File: src/rtl/rms_square_accum.sv
// Windowed sum-of-squares accumulator for RMS estimation: squares 4-bit
// samples and publishes the sum of each N-sample window through a valid/ready register.
module rms_square_accum #(
   parameter int unsigned NWIN_LOG2 = 10
) (
   input  logic                   clk_i,
   input  logic                   rst_i,
   input  logic                   sync_i,
   input  logic [3:0]             dat_i,
   output logic [NWIN_LOG2+7:0]   rms_sum_o,
   output logic                   rms_valid_o,
   input  logic                   rms_ready_i,
   output logic                   overrun_o
);

   localparam int unsigned ACC_W = NWIN_LOG2 + 8;

   typedef enum logic {
      IDLE = 1'b0,
      RUN  = 1'b1
   } state_t;

   state_t               state_q, state_d;
   logic [NWIN_LOG2-1:0] cnt_q;
   logic [7:0]           sq_q;
   logic                 v1_q, first1_q, last1_q;
   logic [ACC_W-1:0]     acc_q;
   logic                 v2_q, last2_q;
   logic [ACC_W-1:0]     sum_q;
   logic                 valid_q, ovr_q;
   logic                 publish, handshake;

   always_comb begin
      state_d = state_q;
      if (sync_i) state_d = RUN;
   end

   // A sync on the cycle a window would publish discards that window too.
   always_comb begin
      publish   = v2_q & last2_q & ~sync_i;
      handshake = valid_q & rms_ready_i;
   end

   always_ff @(posedge clk_i) begin
      if (rst_i) begin
         state_q  <= IDLE;
         cnt_q    <= '0;
         sq_q     <= '0;
         v1_q     <= 1'b0;
         first1_q <= 1'b0;
         last1_q  <= 1'b0;
         acc_q    <= '0;
         v2_q     <= 1'b0;
         last2_q  <= 1'b0;
         sum_q    <= '0;
         valid_q  <= 1'b0;
         ovr_q    <= 1'b0;
      end else begin
         state_q <= state_d;

         if (sync_i) begin
            cnt_q    <= '0;
            v1_q     <= 1'b0;
            first1_q <= 1'b0;
            last1_q  <= 1'b0;
            acc_q    <= '0;
            v2_q     <= 1'b0;
            last2_q  <= 1'b0;
         end else begin
            if (state_q == RUN) begin
               sq_q     <= {4'b0000, dat_i} * {4'b0000, dat_i};
               v1_q     <= 1'b1;
               first1_q <= (cnt_q == '0);
               last1_q  <= (cnt_q == '1);
               cnt_q    <= cnt_q + 1'b1;
            end else begin
               v1_q <= 1'b0;
            end

            v2_q    <= v1_q;
            last2_q <= v1_q & last1_q;
            // First square of a window replaces the total so windows abut.
            if (v1_q) begin
               if (first1_q) acc_q <= ACC_W'(sq_q);
               else          acc_q <= acc_q + ACC_W'(sq_q);
            end
         end

         if (publish) begin
            sum_q   <= acc_q;
            valid_q <= 1'b1;
            if (valid_q && !rms_ready_i) ovr_q <= 1'b1;
         end else if (handshake) begin
            valid_q <= 1'b0;
         end

         if (sync_i) ovr_q <= 1'b0;
      end
   end

   assign rms_sum_o   = sum_q;
   assign rms_valid_o = valid_q;
   assign overrun_o   = ovr_q;

endmodule

File: config.mk
export PLATFORM = sky130hd
export DESIGN_NAME = rms_square_accum
export DESIGN_NICKNAME = d
export VERILOG_FILES = /design/src/rtl/rms_square_accum.sv
export SDC_FILE = /design/constraint.sdc
export NUM_CORES = 1
export LEC_CHECK = 0
export BUFFER_PORTS_ARGS = -buffer_cell sky130_fd_sc_hd__buf_2
export CORE_ASPECT_RATIO = 1.1
export CORE_MARGIN = 1.5
export CORE_UTILIZATION = 25
export DETAILED_ROUTE_END_ITERATION = 8
export GPL_TIMING_DRIVEN = 0
export PLACE_DENSITY = 0.5
export SKIP_CTS_REPAIR_TIMING = 1
export SYNTH_ARGS = -nofsm -noshare
export SYNTH_HDL_FRONTEND = slang
export SYNTH_SLANG_ARGS = --single-unit
File: constraint.sdc
create_clock -name clk_i -period 2.32 [get_ports clk_i]
set_clock_uncertainty 0.1 [all_clocks]
set_input_delay 0.464 -clock clk_i [delete_from_list [all_inputs] [get_ports clk_i]]
set_output_delay 0.464 -clock clk_i [all_outputs]
set_load 0.05 [all_outputs]
==> results.py <==
metrics = {
    "logic_synthesis": {
        "yosys_warnings": 0,
        "synth_area_um2": 3000,
        "async_reset_ff_share_pct": 0,
        "ys_ff_latch": 61,
        "synth.mux.area_fraction_pct": 4.67,
        "synth_compound_area_share_pct": 16.3,
        "synth-simple-area-share_pct": 24.9,
        "synth_edf_count": 0,
        "synth_top_family_by_area": "simple AND/OR/NAND/NOR gates",
        "synth.distinct_cells": 45,
        "synth.net_count": 380,
        "ys_seq_area_share_pct": 40.7,
        "synthFlopType": "dfxtp_1",
        "syn_area_per_cell_um2": 8.38,
        "synth-xor-area-share_pct": 3.21,
        "netlist_instances": 358,
        "synthAdderAreaFrac_pct": 6.09,
    },
    "detailed_routing": {
        "m1WireLength_um": 3420,
        "wirelength_um": 7080,
        "routedWlPerCell_um": 12.9,
        "vias": 2579,
        "drt_iter0_drc": 110,
        "wl_met3_um": 225,
        "drcViolationCount": 0,
        "dr.max_layer_used": "met4",
        "vias_per_cell": 4.68,
        "ant_nets": 0,
        "wl_met2_um": 3300,
        "dr.pass1.iters": 5,
    },
    "die": {
        "initial_utilization_pct": 25.9,
        "row_count": 41,
        "die_h_um": 118,
        "dieArea_um2": 12700,
        "ios": 28,
        "die_w_um": 107,
        "core-area_um2": 11600,
    },
    "global_routing": {
        "grt_pass1_wl_um": 11800,
        "grt_usage_pct": 11.9,
        "grt_overflow": 0,
        "grt_start_max_net_pins": 11,
        "antenna_found_initial": 0,
        "grt_pass1_vias": 2500,
    },
    "timing": {
        "setup_slack_ns": 0.332,
        "relSlewSlack_pct": 51.9,
        "finalCritPeriodShare_pct": 85.7,
        "final.setup.tns_ns": 0,
        "hold_ws_ns": 0.275,
        "setup_viol": 0,
        "fmax_mhz": 503,
        "rsz0062_at_grt": "no",
        "hold_viol_final": 0,
        "slew_violations": 0,
        "worst_slew_pin_slew_ns": 0.718,
        "period_needed_ns": 1.99,
    },
    "worst_hold_path": {
        "hp-class": "input port to flip-flop",
        "min_from": "rst_i",
    },
    "worst_setup_path": {
        "cp_cell_sequence": "ha_1 -> and4_1 -> o211ai_1 -> a21oi_1 -> mux2i_1",
        "cp_max_fo": 6,
        "cp_num_buf_inv": 0,
        "crit_path_start_kind": "flip-flop",
        "worstPathArrival_ns": 2.10,
        "end_kind": "flip-flop",
        "cp_data_required_time_ns": 2.43,
        "cp_slowest_cell": "o211ai_1",
        "rrSetupSlack_ns": 0.33,
        "crit_start": "sq_q[3]",
        "r2r_start": "sq_q[3]",
        "cp_top_family": "compound AO/OA/AOI/OAI gates",
        "cpPeakStageDelay_ns": 0.53,
        "worstSetupPathType": "flip-flop to flip-flop",
    },
    "finish": {
        "fillers": 1288,
        "nNetsFinal": 418,
        "num_antenna_cells": 0,
        "final_cells": 551,
        "multi_input_area_um2": 1660,
        "synthToLayoutAreaGrowth_pct": 21.0,
        "ff_latch_area_um2": 1220,
        "drive_gt1_share_pct": 13.5,
    },
    "clocking": {
        "clock_sinks": 61,
        "root_buffer": "clkbuf_16",
        "cts_buffers": 9,
        "clk_pin_slew_worst_paths_ns": 0.05,
        "clk-insertion-delay-late_ns": 0.33,
        "htreeDepth": 3,
        "cts_tree": "built",
        "clockBufferDepth": 2,
    },
    "placement": {
        "dp_slack_ns": 0.145,
        "place_hpwl_um": 5200,
        "place.gp.congestion": 0.794,
        "io_buffers": 27,
        "dp_cells": 535,
    },
    "flow_run": {
        "drv_cap": 0,
    },
    "run_status": {
        "status": "finished, final reports clean",
    },
    "power_and_ir_drop": {
        "max-vdd-ir-drop_v": 0.000322,
        "p_per_area_nw_per_um2": 716,
        "power.total_mw": 2.60,
        "p_leak_nw": 1.38,
    },
}
## Yosys cell counts, drive strengths merged (3+ instances only)
master | number | area (µm²)
nand2 | 65 | 244
dfxtp | 61 | 1220
a21oi | 39 | 218
nor2 | 26 | 97.6
mux2i | 14 | 140
ha | 13 | 163
nand2b | 13 | 81.3
clkbuf | 9 | 33.8
inv | 9 | 33.8
o21ai | 9 | 45.0
nand3 | 8 | 40.0
nand4 | 8 | 50.1
buf | 7 | 53.8
xnor2 | 7 | 61.3
a31oi | 6 | 37.5
nor2b | 5 | 31.3
nor3 | 5 | 25.0
and2 | 4 | 25.0
o21a | 4 | 30.0
xor2 | 4 | 35.0
a211o | 3 | 26.3
a211oi | 3 | 22.5
and3 | 3 | 18.8
and4 | 3 | 26.3
nor3b | 3 | 22.5
or2 | 3 | 18.8
## worst register-to-register path: stages, from the launching register on
cell and delay (ns):
dfxtp_1 0.32, ha_1 0.38, and4_1 0.22, o211ai_1 0.53, a21oi_1 0.18, mux2i_1 0.15
## worst paths after layout
path / endpoint / cells after the start
worst min register to register: rms_sum_o[12] / 2
worst max-delay path: acc_q[9] / 5
worst max register to register: acc_q[9] / 5
worst min-delay path: v1_q / 2
## cell families after synthesis
family,after synthesis
flip-flops,61
AND/OR/NAND/NOR,155
AO/OA/AOI/OAI,78
buffers and inverters,25
adder cells (fa/ha/maj),14
XOR/XNOR,11
multiplexers,14
## layout make-up
cell class	count	share of cell area [%]
Tap cell	150	5.17
Inverter	9	0.931
Sequential cell	61	33.6
Multi-Input combinational cell	272	45.6
Clock inverter	5	2.07
Buffer	16	2.41
Timing Repair Buffer	27	3.72
Clock buffer	11	6.41
## per-layer routing
| metal | global-route usage [%] | vias to the layer above |
|---|---|---|
| met3 | 2.82 | 8 |
| met5 | 0 | - |
| met2 | 19.1 | 38 |
| li1 | - | 1335 |
| met1 | 14.8 | 1198 |
| met4 | 5.67 | 0 |
## power by group
group / switching, mW / internal, mW
Clock: 0.461 / 0.934
Combinational: 0.0820 / 0.0528
Sequential: 0.0100 / 1.06
## cells in the final DEF (no fill, tap or decap), types with 4 or more instances in the layout
cell and count:
o21a_1 4, nor2_1 26, nand3_1 8, clkbuf_1 11, nor2b_1 5, a31oi_1 6
nand2b_1 13, a21oi_1 37, o21ai_0 9, and2_1 4, buf_2 31, nand2_1 65
xnor2_1 7, nand4_1 8, mux2i_1 14, nor3_1 5, xor2_1 4, dfxtp_1 61
inv_1 9, clkbuf_16 9, ha_1 13
## through the flow
stage | area, µm² | util (%)
2_1_floorplan | 3000 | -
3_3_place_gp | 3320 | 28.7
3_5_place_dp | 3320 | 28.7
4_1_cts | 3630 | 31.3
5_1_grt | 3630 | 31.3
6_report | 3630 | 31.3
## flip-flops by register name, indices dropped and copies added (netlist names)
register and cells:
acc_q 18, overrun_o 1, v1_q 1, last2_q 1
rms_sum_o 18, state_q 1, v2_q 1, last1_q 1
rms_valid_o 1, first1_q 1, cnt_q 10, sq_q 7
Note: power is estimated with default switching activity, not from simulation.
